**src/rtl/ram_seq_pkg.sv**
```systemverilog
// ram_seq_pkg: shared state type, widths and helpers for the RAM word sequencer.
// next_set() is only used by the RAM_SEQ_SKIP_MASKED_EN build of ram_word_sequencer.
package ram_seq_pkg;

  localparam int BYTES_PER_WORD = 4;
  localparam int BYTE_IDX_W     = 2;
  localparam int DEFAULT_ADDR_W = 9;

  localparam logic [BYTE_IDX_W-1:0] LAST_K = BYTE_IDX_W'(BYTES_PER_WORD - 1);

  typedef enum logic [2:0] {
    IDLE,
    WRITE,
    READ,
    DRAIN,
    RESP
  } seq_state_t;

  // Lowest set strobe at index >= from; bit 2 set means none left.
  function automatic logic [2:0] next_set(
    input logic [BYTES_PER_WORD-1:0] m,
    input logic [2:0]                from
  );
    logic [2:0] r;
    r = 3'b100;
    for (int i = BYTES_PER_WORD - 1; i >= 0; i--) begin
      if (m[i] && (3'(i) >= from)) begin
        r = {1'b0, 2'(i)};
      end
    end
    return r;
  endfunction

endpackage

```
**src/rtl/ram_seq_rd_pipe.sv**
```systemverilog
// ram_seq_rd_pipe: delay line carrying {valid, byte index} for in-flight reads.
// A tag enters with its address and emerges when the RAM data is on ram_do.
module ram_seq_rd_pipe
  import ram_seq_pkg::*;
#(
  parameter int DEPTH = 2
) (
  input  logic                  CLK,
  input  logic                  RST_N,
  input  logic                  tag_valid,
  input  logic [BYTE_IDX_W-1:0] tag_k,
  output logic                  cap_valid,
  output logic [BYTE_IDX_W-1:0] cap_k
);

  logic [DEPTH-1:0]                 v;
  logic [DEPTH-1:0][BYTE_IDX_W-1:0] k;

  // Shift one tag per cycle; reset empties the line.
  always_ff @(posedge CLK) begin
    if (!RST_N) begin
      v <= '0;
      k <= '0;
    end else begin
      v[0] <= tag_valid;
      k[0] <= tag_k;
      for (int i = 1; i < DEPTH; i++) begin
        v[i] <= v[i-1];
        k[i] <= k[i-1];
      end
    end
  end

  assign cap_valid = v[DEPTH-1];
  assign cap_k     = k[DEPTH-1];

endmodule

```
**src/rtl/ram_word_sequencer.sv**
```systemverilog
// ram_word_sequencer: serialises 32-bit word requests onto the 8-bit RAM wrapper port.
// Define RAM_SEQ_SKIP_MASKED_EN to make writes visit only strobed bytes.
module ram_word_sequencer
  import ram_seq_pkg::*;
#(
  parameter int ADDR_W     = DEFAULT_ADDR_W,
  parameter int RD_LATENCY = 2
) (
  input  logic              CLK,
  input  logic              RST_N,
  input  logic              req_valid,
  output logic              req_ready,
  input  logic              req_we,
  input  logic [ADDR_W-1:0] req_addr,
  input  logic [31:0]       req_wdata,
  input  logic [3:0]        req_wstrb,
  output logic              rsp_valid,
  input  logic              rsp_ready,
  output logic [31:0]       rsp_rdata,
  output logic              ram_we,
  output logic [ADDR_W-1:0] ram_addr,
  output logic [7:0]        ram_di,
  input  logic [7:0]        ram_do
);

  seq_state_t state;

  logic [BYTE_IDX_W-1:0] k;
  logic [BYTE_IDX_W-1:0] kn;
  logic [ADDR_W-1:0]     base;
  logic [ADDR_W-1:0]     req_base;
  logic [3:0][7:0]       wd_in;
  logic [3:0][7:0]       wdata;
  logic [3:0]            wstrb;
  logic [3:0][7:0]       rd_buf;
  logic [3:0][7:0]       buf_next;

  logic                  issue_valid;
  logic [BYTE_IDX_W-1:0] issue_k;
  logic                  cap_valid;
  logic [BYTE_IDX_W-1:0] cap_k;
  logic                  cap_last;

  assign kn        = k + 1'b1;
  assign wd_in     = req_wdata;
  assign req_base  = req_addr & ~ADDR_W'(3);
  assign cap_last  = cap_valid && (cap_k == LAST_K);
  assign req_ready = (state == IDLE) && RST_N;

  function automatic logic [ADDR_W-1:0] addr_of(
    input logic [ADDR_W-1:0]     b,
    input logic [BYTE_IDX_W-1:0] i
  );
    return b | ADDR_W'(i);
  endfunction

`ifdef RAM_SEQ_SKIP_MASKED_EN
  logic [2:0] first_set;
  logic [2:0] next_after;

  assign first_set  = next_set(req_wstrb, 3'd0);
  assign next_after = next_set(wstrb, {1'b0, k} + 3'd1);
`endif

  // Read tag issued in the same cycle its byte address is registered.
  always_comb begin
    issue_valid = 1'b0;
    issue_k     = '0;
    if (state == IDLE) begin
      issue_valid = req_valid && !req_we;
    end else if (state == READ) begin
      issue_valid = (k != LAST_K);
      issue_k     = kn;
    end
  end

  // Read buffer including the byte arriving this cycle.
  always_comb begin
    buf_next = rd_buf;
    if (cap_valid) begin
      buf_next[cap_k] = ram_do;
    end
  end

  ram_seq_rd_pipe #(
    .DEPTH(RD_LATENCY)
  ) u_rd_pipe (
    .CLK      (CLK),
    .RST_N    (RST_N),
    .tag_valid(issue_valid),
    .tag_k    (issue_k),
    .cap_valid(cap_valid),
    .cap_k    (cap_k)
  );

  // Sequencer FSM with registered RAM-side and response outputs.
  always_ff @(posedge CLK) begin
    if (!RST_N) begin
      state     <= IDLE;
      k         <= '0;
      base      <= '0;
      wdata     <= '0;
      wstrb     <= '0;
      rd_buf    <= '0;
      ram_we    <= 1'b0;
      ram_addr  <= '0;
      ram_di    <= '0;
      rsp_valid <= 1'b0;
      rsp_rdata <= '0;
    end else begin
      rd_buf <= buf_next;
      unique case (state)
        IDLE: begin
          if (req_valid) begin
            base  <= req_base;
            wdata <= wd_in;
            wstrb <= req_wstrb;
            if (req_we) begin
`ifdef RAM_SEQ_SKIP_MASKED_EN
              if (first_set[2]) begin
                state     <= RESP;
                rsp_valid <= 1'b1;
                rsp_rdata <= '0;
              end else begin
                state    <= WRITE;
                k        <= first_set[1:0];
                ram_addr <= addr_of(req_base, first_set[1:0]);
                ram_di   <= wd_in[first_set[1:0]];
                ram_we   <= 1'b1;
              end
`else
              state    <= WRITE;
              k        <= '0;
              ram_addr <= req_base;
              ram_di   <= wd_in[0];
              ram_we   <= req_wstrb[0];
`endif
            end else begin
              state    <= READ;
              k        <= '0;
              ram_addr <= req_base;
              ram_we   <= 1'b0;
            end
          end
        end
        WRITE: begin
`ifdef RAM_SEQ_SKIP_MASKED_EN
          if (next_after[2]) begin
            state     <= RESP;
            ram_we    <= 1'b0;
            rsp_valid <= 1'b1;
            rsp_rdata <= '0;
          end else begin
            k        <= next_after[1:0];
            ram_addr <= addr_of(base, next_after[1:0]);
            ram_di   <= wdata[next_after[1:0]];
            ram_we   <= 1'b1;
          end
`else
          if (k == LAST_K) begin
            state     <= RESP;
            ram_we    <= 1'b0;
            rsp_valid <= 1'b1;
            rsp_rdata <= '0;
          end else begin
            k        <= kn;
            ram_addr <= addr_of(base, kn);
            ram_di   <= wdata[kn];
            ram_we   <= wstrb[kn];
          end
`endif
        end
        READ: begin
          if (k == LAST_K) begin
            if (cap_last) begin
              state     <= RESP;
              rsp_valid <= 1'b1;
              rsp_rdata <= buf_next;
            end else begin
              state <= DRAIN;
            end
          end else begin
            k        <= kn;
            ram_addr <= addr_of(base, kn);
          end
        end
        DRAIN: begin
          if (cap_last) begin
            state     <= RESP;
            rsp_valid <= 1'b1;
            rsp_rdata <= buf_next;
          end
        end
        RESP: begin
          if (rsp_ready) begin
            state     <= IDLE;
            rsp_valid <= 1'b0;
          end
        end
        default: state <= IDLE;
      endcase
    end
  end

endmodule

```
**config.mk**
```make
export PLATFORM = sky130hd
export DESIGN_NAME = ram_word_sequencer
export DESIGN_NICKNAME = d
export VERILOG_FILES = /design/src/rtl/ram_seq_pkg.sv /design/src/rtl/ram_seq_rd_pipe.sv /design/src/rtl/ram_word_sequencer.sv
export SDC_FILE = /design/constraint.sdc
export NUM_CORES = 1
export LEC_CHECK = 0
export BUFFER_PORTS_ARGS = -buffer_cell sky130_fd_sc_hd__buf_2
export CELL_PAD_IN_SITES_DETAIL_PLACEMENT = 0
export CELL_PAD_IN_SITES_GLOBAL_PLACEMENT = 1
export CORE_AREA = 2 2 112 114
export DETAILED_ROUTE_END_ITERATION = 8
export DIE_AREA = 0 0 114 116
export PLACE_DENSITY = 0.92
export RECOVER_POWER = 100
export SLEW_MARGIN = 10
export SYNTH_ARGS = -nofsm -noshare
export SYNTH_HDL_FRONTEND = slang
export SYNTH_SLANG_ARGS = --single-unit
```
**constraint.sdc**
```tcl
create_clock -name CLK -period 2.7 [get_ports CLK]
set_clock_uncertainty 0.15 [all_clocks]
set_input_delay 0.135 -clock CLK [delete_from_list [all_inputs] [get_ports CLK]]
set_output_delay 0.135 -clock CLK [all_outputs]
set_load 0.03 [all_outputs]
```
==> flow_metrics.tcl <==
set metrics [dict create \
    number_of_buffer_and_inverter_instances_along_the_worst_setup_path 4 \
    cts_tree "built" \
    postSynthRegisterBits 135 \
    worst-endpoint-arrival_ns 2.59 \
    worst_path_max_delay_cell "sky130_fd_sc_hd__clkbuf_1" \
    fin_crit_ns 2.378 \
    path_delay_family "buffers and inverters" \
    top_flip_flop_cell_by_instance_count_after_synthesis "sky130_fd_sc_hd__dfxtp_1" \
    post-synth-top-area-fraction 0.5259 \
    synth.lib_cells_used.distinct 45 \
    totalPowerFinal_w 0.006060 \
    root_buffer "sky130_fd_sc_hd__clkbuf_16" \
    crit_path_max_fanout 32 \
    io_pins 110 \
    share_seq_of_total_power 0.399 \
    grt_pass1_vias 4348 \
    use_met1 0.2484 \
    route.detailed.wl_per_inst_um 15.24 \
    setup_ws_ns 0.3218 \
    drive_gt1_frac 0.1423 \
    drv_cap 0 \
    yosysSeqAreaShare 0.5259 \
    cp_data_required_time_ns 2.91 \
    critical_path.cell_chain "dlygate4sd3_1 -> clkbuf_1 -> inv_1 -> clkbuf_2 -> a21oi_1 -> a22o_1" \
    worstSetupStartpointType "input pin" \
    setup_violations 0 \
    post-synth-top-area-cell "sky130_fd_sc_hd__dfxtp_1" \
    sum_of_negative_setup_slack_ns 0 \
    overall_routing_resource_usage 0.2000 \
    finalWirelength_mm 13.06 \
    dpl_worst_slack_ns 0.5479 \
    maxClockFrequency_mhz 420.5 \
    synth_top_family_by_area "compound AO/OA/AOI/OAI gates" \
    grt_busiest_layer "met2" \
    finalHoldWorstSlack_ns 0.2839 \
    clock_tree.htree_level_count 4 \
    cts.path.max_buffers 2 \
    netsw_w 0.001900 \
    avgSynthCellArea_um2 9.394 \
    slew-limit-headroom 0.4002 \
    timing.final.hold_violations 0 \
    sum_of_overflow_across_all_layers_after_global_routing 0 \
    die_h_um 116 \
    timing.hold.worst.class "reg -> reg" \
    grt_antenna_before_repair 0 \
    number_of_buffers_inserted_during_clock_tree_synthesis 17 \
    synth_edf_count 0 \
    cts_resized 0 \
    p_comb_frac 0.236 \
    sw_frac 0.3135 \
    postRouteAntennaNets 0 \
    irDropWorstVdd_mv 0.5078 \
    grt_use_met2 0.3286 \
    netlist_top_cells_area "sky130_fd_sc_hd__dfxtp_1 (53%), sky130_fd_sc_hd__mux2i_1 (9.2%), sky130_fd_sc_hd__nand2_1 (7.8%)" \
    intPower_w 0.004160 \
    final.period_utilization 0.8808 \
    finalMaxSlewViolations 0 \
    ctsHoldBuffers 55 \
    die_area_um2 13220 \
    mapped_nets 606 \
    clock_sink_count 135 \
    synth_area_in_adders 0.002435 \
    synth-xor-area-share 0.001704 \
    fraction_of_synthesized_area_in_multiplexers 0.09813 \
    antenna_cells 0 \
    postSynthCellCount 547 \
    floorplan.die.width_um 114 \
    worstSetupPathType "in -> reg" \
    path_clk_slew_ns 0.05 \
    drt-initial-drc-count 237 \
    routed-via-count 4513 \
    synth-warning-count 0 \
    post_synth_instance_area_um2 5139 \
    layout-area-overhead-vs-synth_pct 32.07 \
    grt_max_degree 47 \
    initial_core_util 0.4314 \
    clk_latency_ns 0.42 \
    proportion_of_power_drawn_by_the_clock_network 0.365 \
    setup.worst_path.end_class "flip-flop" \
    ys_async_sr_fraction 0 \
    power_density_nw_per_um2 893.0 \
    post-cts-setup-buffer-count 0 \
    synth-compound-area-share 0.1863 \
    power_leakage_nw 2.701 \
    grt.met3_usage 0.05387 \
    core_area_um2 11910 \
    drt-vias-per-instance 5.266 \
    rsz0062_at_grt "no" \
    detailedRoute.firstPassIterationCount 5 \
    gp_congestion 0.8201 \
    global_route_wire_length_before_repair_mm 20.80 \
    dp_hpwl_mm 8.142 \
    outcome "finished clean" \
    drc 0 \
    nets_finish 757 \
    worstMarginPinSlew_ns 0.8997 \
    placement_rows 40 \
    port-buffer-count 107 \
    synth-simple-area-share 0.1449 \
    critPathMaxStageDelay_ns 0.55 \
]
## stage by stage
stage	utilization	cell area [um^2]	cells
6_report	0.5697	6787	857
5_1_grt	0.5697	6787	857
4_1_cts	0.5762	6863	857
3_5_place_dp	0.4825	5747	771
3_3_place_gp	0.4825	5747	771
2_1_floorplan	-	5139	547
## state kept, by name, summed over array words and instances (netlist names)
signal           count
ram_addr             9
base                 7
u_rd_pipe.v          2
rsp_rdata           32
wdata               32
rd_buf              32
rsp_valid            1
ram_di               8
u_rd_pipe.k          2
state                3
wstrb                4
u_rd_pipe.cap_k      2
ram_we               1
## power by group through the flow
stage          Combinational, W  Clock, W  Sequential, W
2_1_floorplan          0.000960         0        0.00254
3_3_place_gp            0.00137         0        0.00244
3_5_place_dp            0.00139         0        0.00245
4_1_cts                 0.00146   0.00225        0.00241
5_1_grt                 0.00157   0.00235        0.00245
6_report                0.00143   0.00221        0.00242
## placed cells by master (no fill, tap or decap), types with 2 or more instances in the layout
| master | netlist | routed |
|---|---|---|
| sky130_fd_sc_hd__clkbuf_8 | 0 | 2 |
| sky130_fd_sc_hd__nor3_1 | 2 | 2 |
| sky130_fd_sc_hd__nor3b_1 | 2 | 2 |
| sky130_fd_sc_hd__o221a_2 | 2 | 2 |
| sky130_fd_sc_hd__and2_0 | 0 | 3 |
| sky130_fd_sc_hd__buf_2 | 14 | 55 |
| sky130_fd_sc_hd__mux2i_1 | 47 | 47 |
| sky130_fd_sc_hd__nand3_1 | 5 | 5 |
| sky130_fd_sc_hd__o2bb2ai_1 | 8 | 8 |
| sky130_fd_sc_hd__dlygate4sd3_1 | 0 | 55 |
| sky130_fd_sc_hd__bufinv_16 | 0 | 2 |
| sky130_fd_sc_hd__o31ai_1 | 3 | 3 |
| sky130_fd_sc_hd__dfxtp_1 | 135 | 135 |
| sky130_fd_sc_hd__nor2b_1 | 2 | 2 |
| sky130_fd_sc_hd__buf_4 | 6 | 7 |
| sky130_fd_sc_hd__inv_1 | 3 | 4 |
| sky130_fd_sc_hd__clkbuf_1 | 18 | 56 |
| sky130_fd_sc_hd__clkbuf_2 | 0 | 3 |
| sky130_fd_sc_hd__clkbuf_16 | 0 | 17 |
| sky130_fd_sc_hd__nand2_1 | 107 | 107 |
| sky130_fd_sc_hd__o22ai_1 | 8 | 8 |
| sky130_fd_sc_hd__a21oi_1 | 69 | 69 |
| sky130_fd_sc_hd__o21ai_0 | 13 | 13 |
| sky130_fd_sc_hd__nor2_1 | 36 | 36 |
| sky130_fd_sc_hd__nand3b_1 | 4 | 4 |
| sky130_fd_sc_hd__and4_1 | 2 | 2 |
| sky130_fd_sc_hd__a22o_1 | 32 | 32 |
| sky130_fd_sc_hd__clkinv_2 | 0 | 5 |
## worst paths after layout
kind | from | end | slack, ns | cells after the start
worst max-delay path | RST_N | rsp_rdata[30]$_SDFFE_PN0P_ | 0.32 | 6
worst max register to register | state[2]$_SDFFE_PN0P_ | wdata[24]$_SDFFE_PN0P_ | 0.48 | 5
worst min register to register | u_rd_pipe.k[1]$_SDFF_PP0_ | u_rd_pipe.cap_k[1]$_SDFF_PN0_ | 0.28 | 1
worst min-delay path | u_rd_pipe.k[1]$_SDFF_PP0_ | u_rd_pipe.cap_k[1]$_SDFF_PN0_ | 0.28 | 1
## Yosys cell counts (2+ instances only)
cell type,number
sky130_fd_sc_hd__nor2b_1,2
sky130_fd_sc_hd__o31ai_1,3
sky130_fd_sc_hd__a21oi_1,69
sky130_fd_sc_hd__clkbuf_1,18
sky130_fd_sc_hd__a22o_1,32
sky130_fd_sc_hd__o21ai_0,13
sky130_fd_sc_hd__nor2_1,36
sky130_fd_sc_hd__o2bb2ai_1,8
sky130_fd_sc_hd__nand3b_1,4
sky130_fd_sc_hd__nand3_1,5
sky130_fd_sc_hd__mux2i_1,47
sky130_fd_sc_hd__inv_1,3
sky130_fd_sc_hd__o221a_2,2
sky130_fd_sc_hd__buf_2,14
sky130_fd_sc_hd__and2_1,4
sky130_fd_sc_hd__and4_1,2
sky130_fd_sc_hd__buf_1,3
sky130_fd_sc_hd__nor3b_1,2
sky130_fd_sc_hd__nand2_1,107
sky130_fd_sc_hd__dfxtp_1,135
sky130_fd_sc_hd__nor3_1,2
sky130_fd_sc_hd__buf_4,6
sky130_fd_sc_hd__o22ai_1,8
## layer usage
| layer | wire [um] | share of wire |
|---|---|---|
| met1 | 5887 | 0.45 |
| met2 | 6230 | 0.48 |
| met3 | 736 | 0.056 |
| met4 | 202 | 0.015 |
| met5 | 0 | 0 |
## area by class of cell
cell class / count / area, um^2
clock buffers: 22 / 464.2
clock inverters: 9 / 101.3
fillers: 1047 / 5125
inverters: 4 / 15.01
multi-input cells: 367 / 2227
flip-flops and latches: 135 / 2703
well taps: 147 / 183.9
repair buffers: 173 / 1092
## logic make-up after synthesis
logic type               Yosys count
buffers and inverters             45
AND/OR/NAND/NOR                  171
flip-flops                       135
AO/OA/AOI/OAI                    145
XOR/XNOR                           1
adder cells (fa/ha/maj)            1
multiplexers                      49
Power figures use the tool's default switching activity.
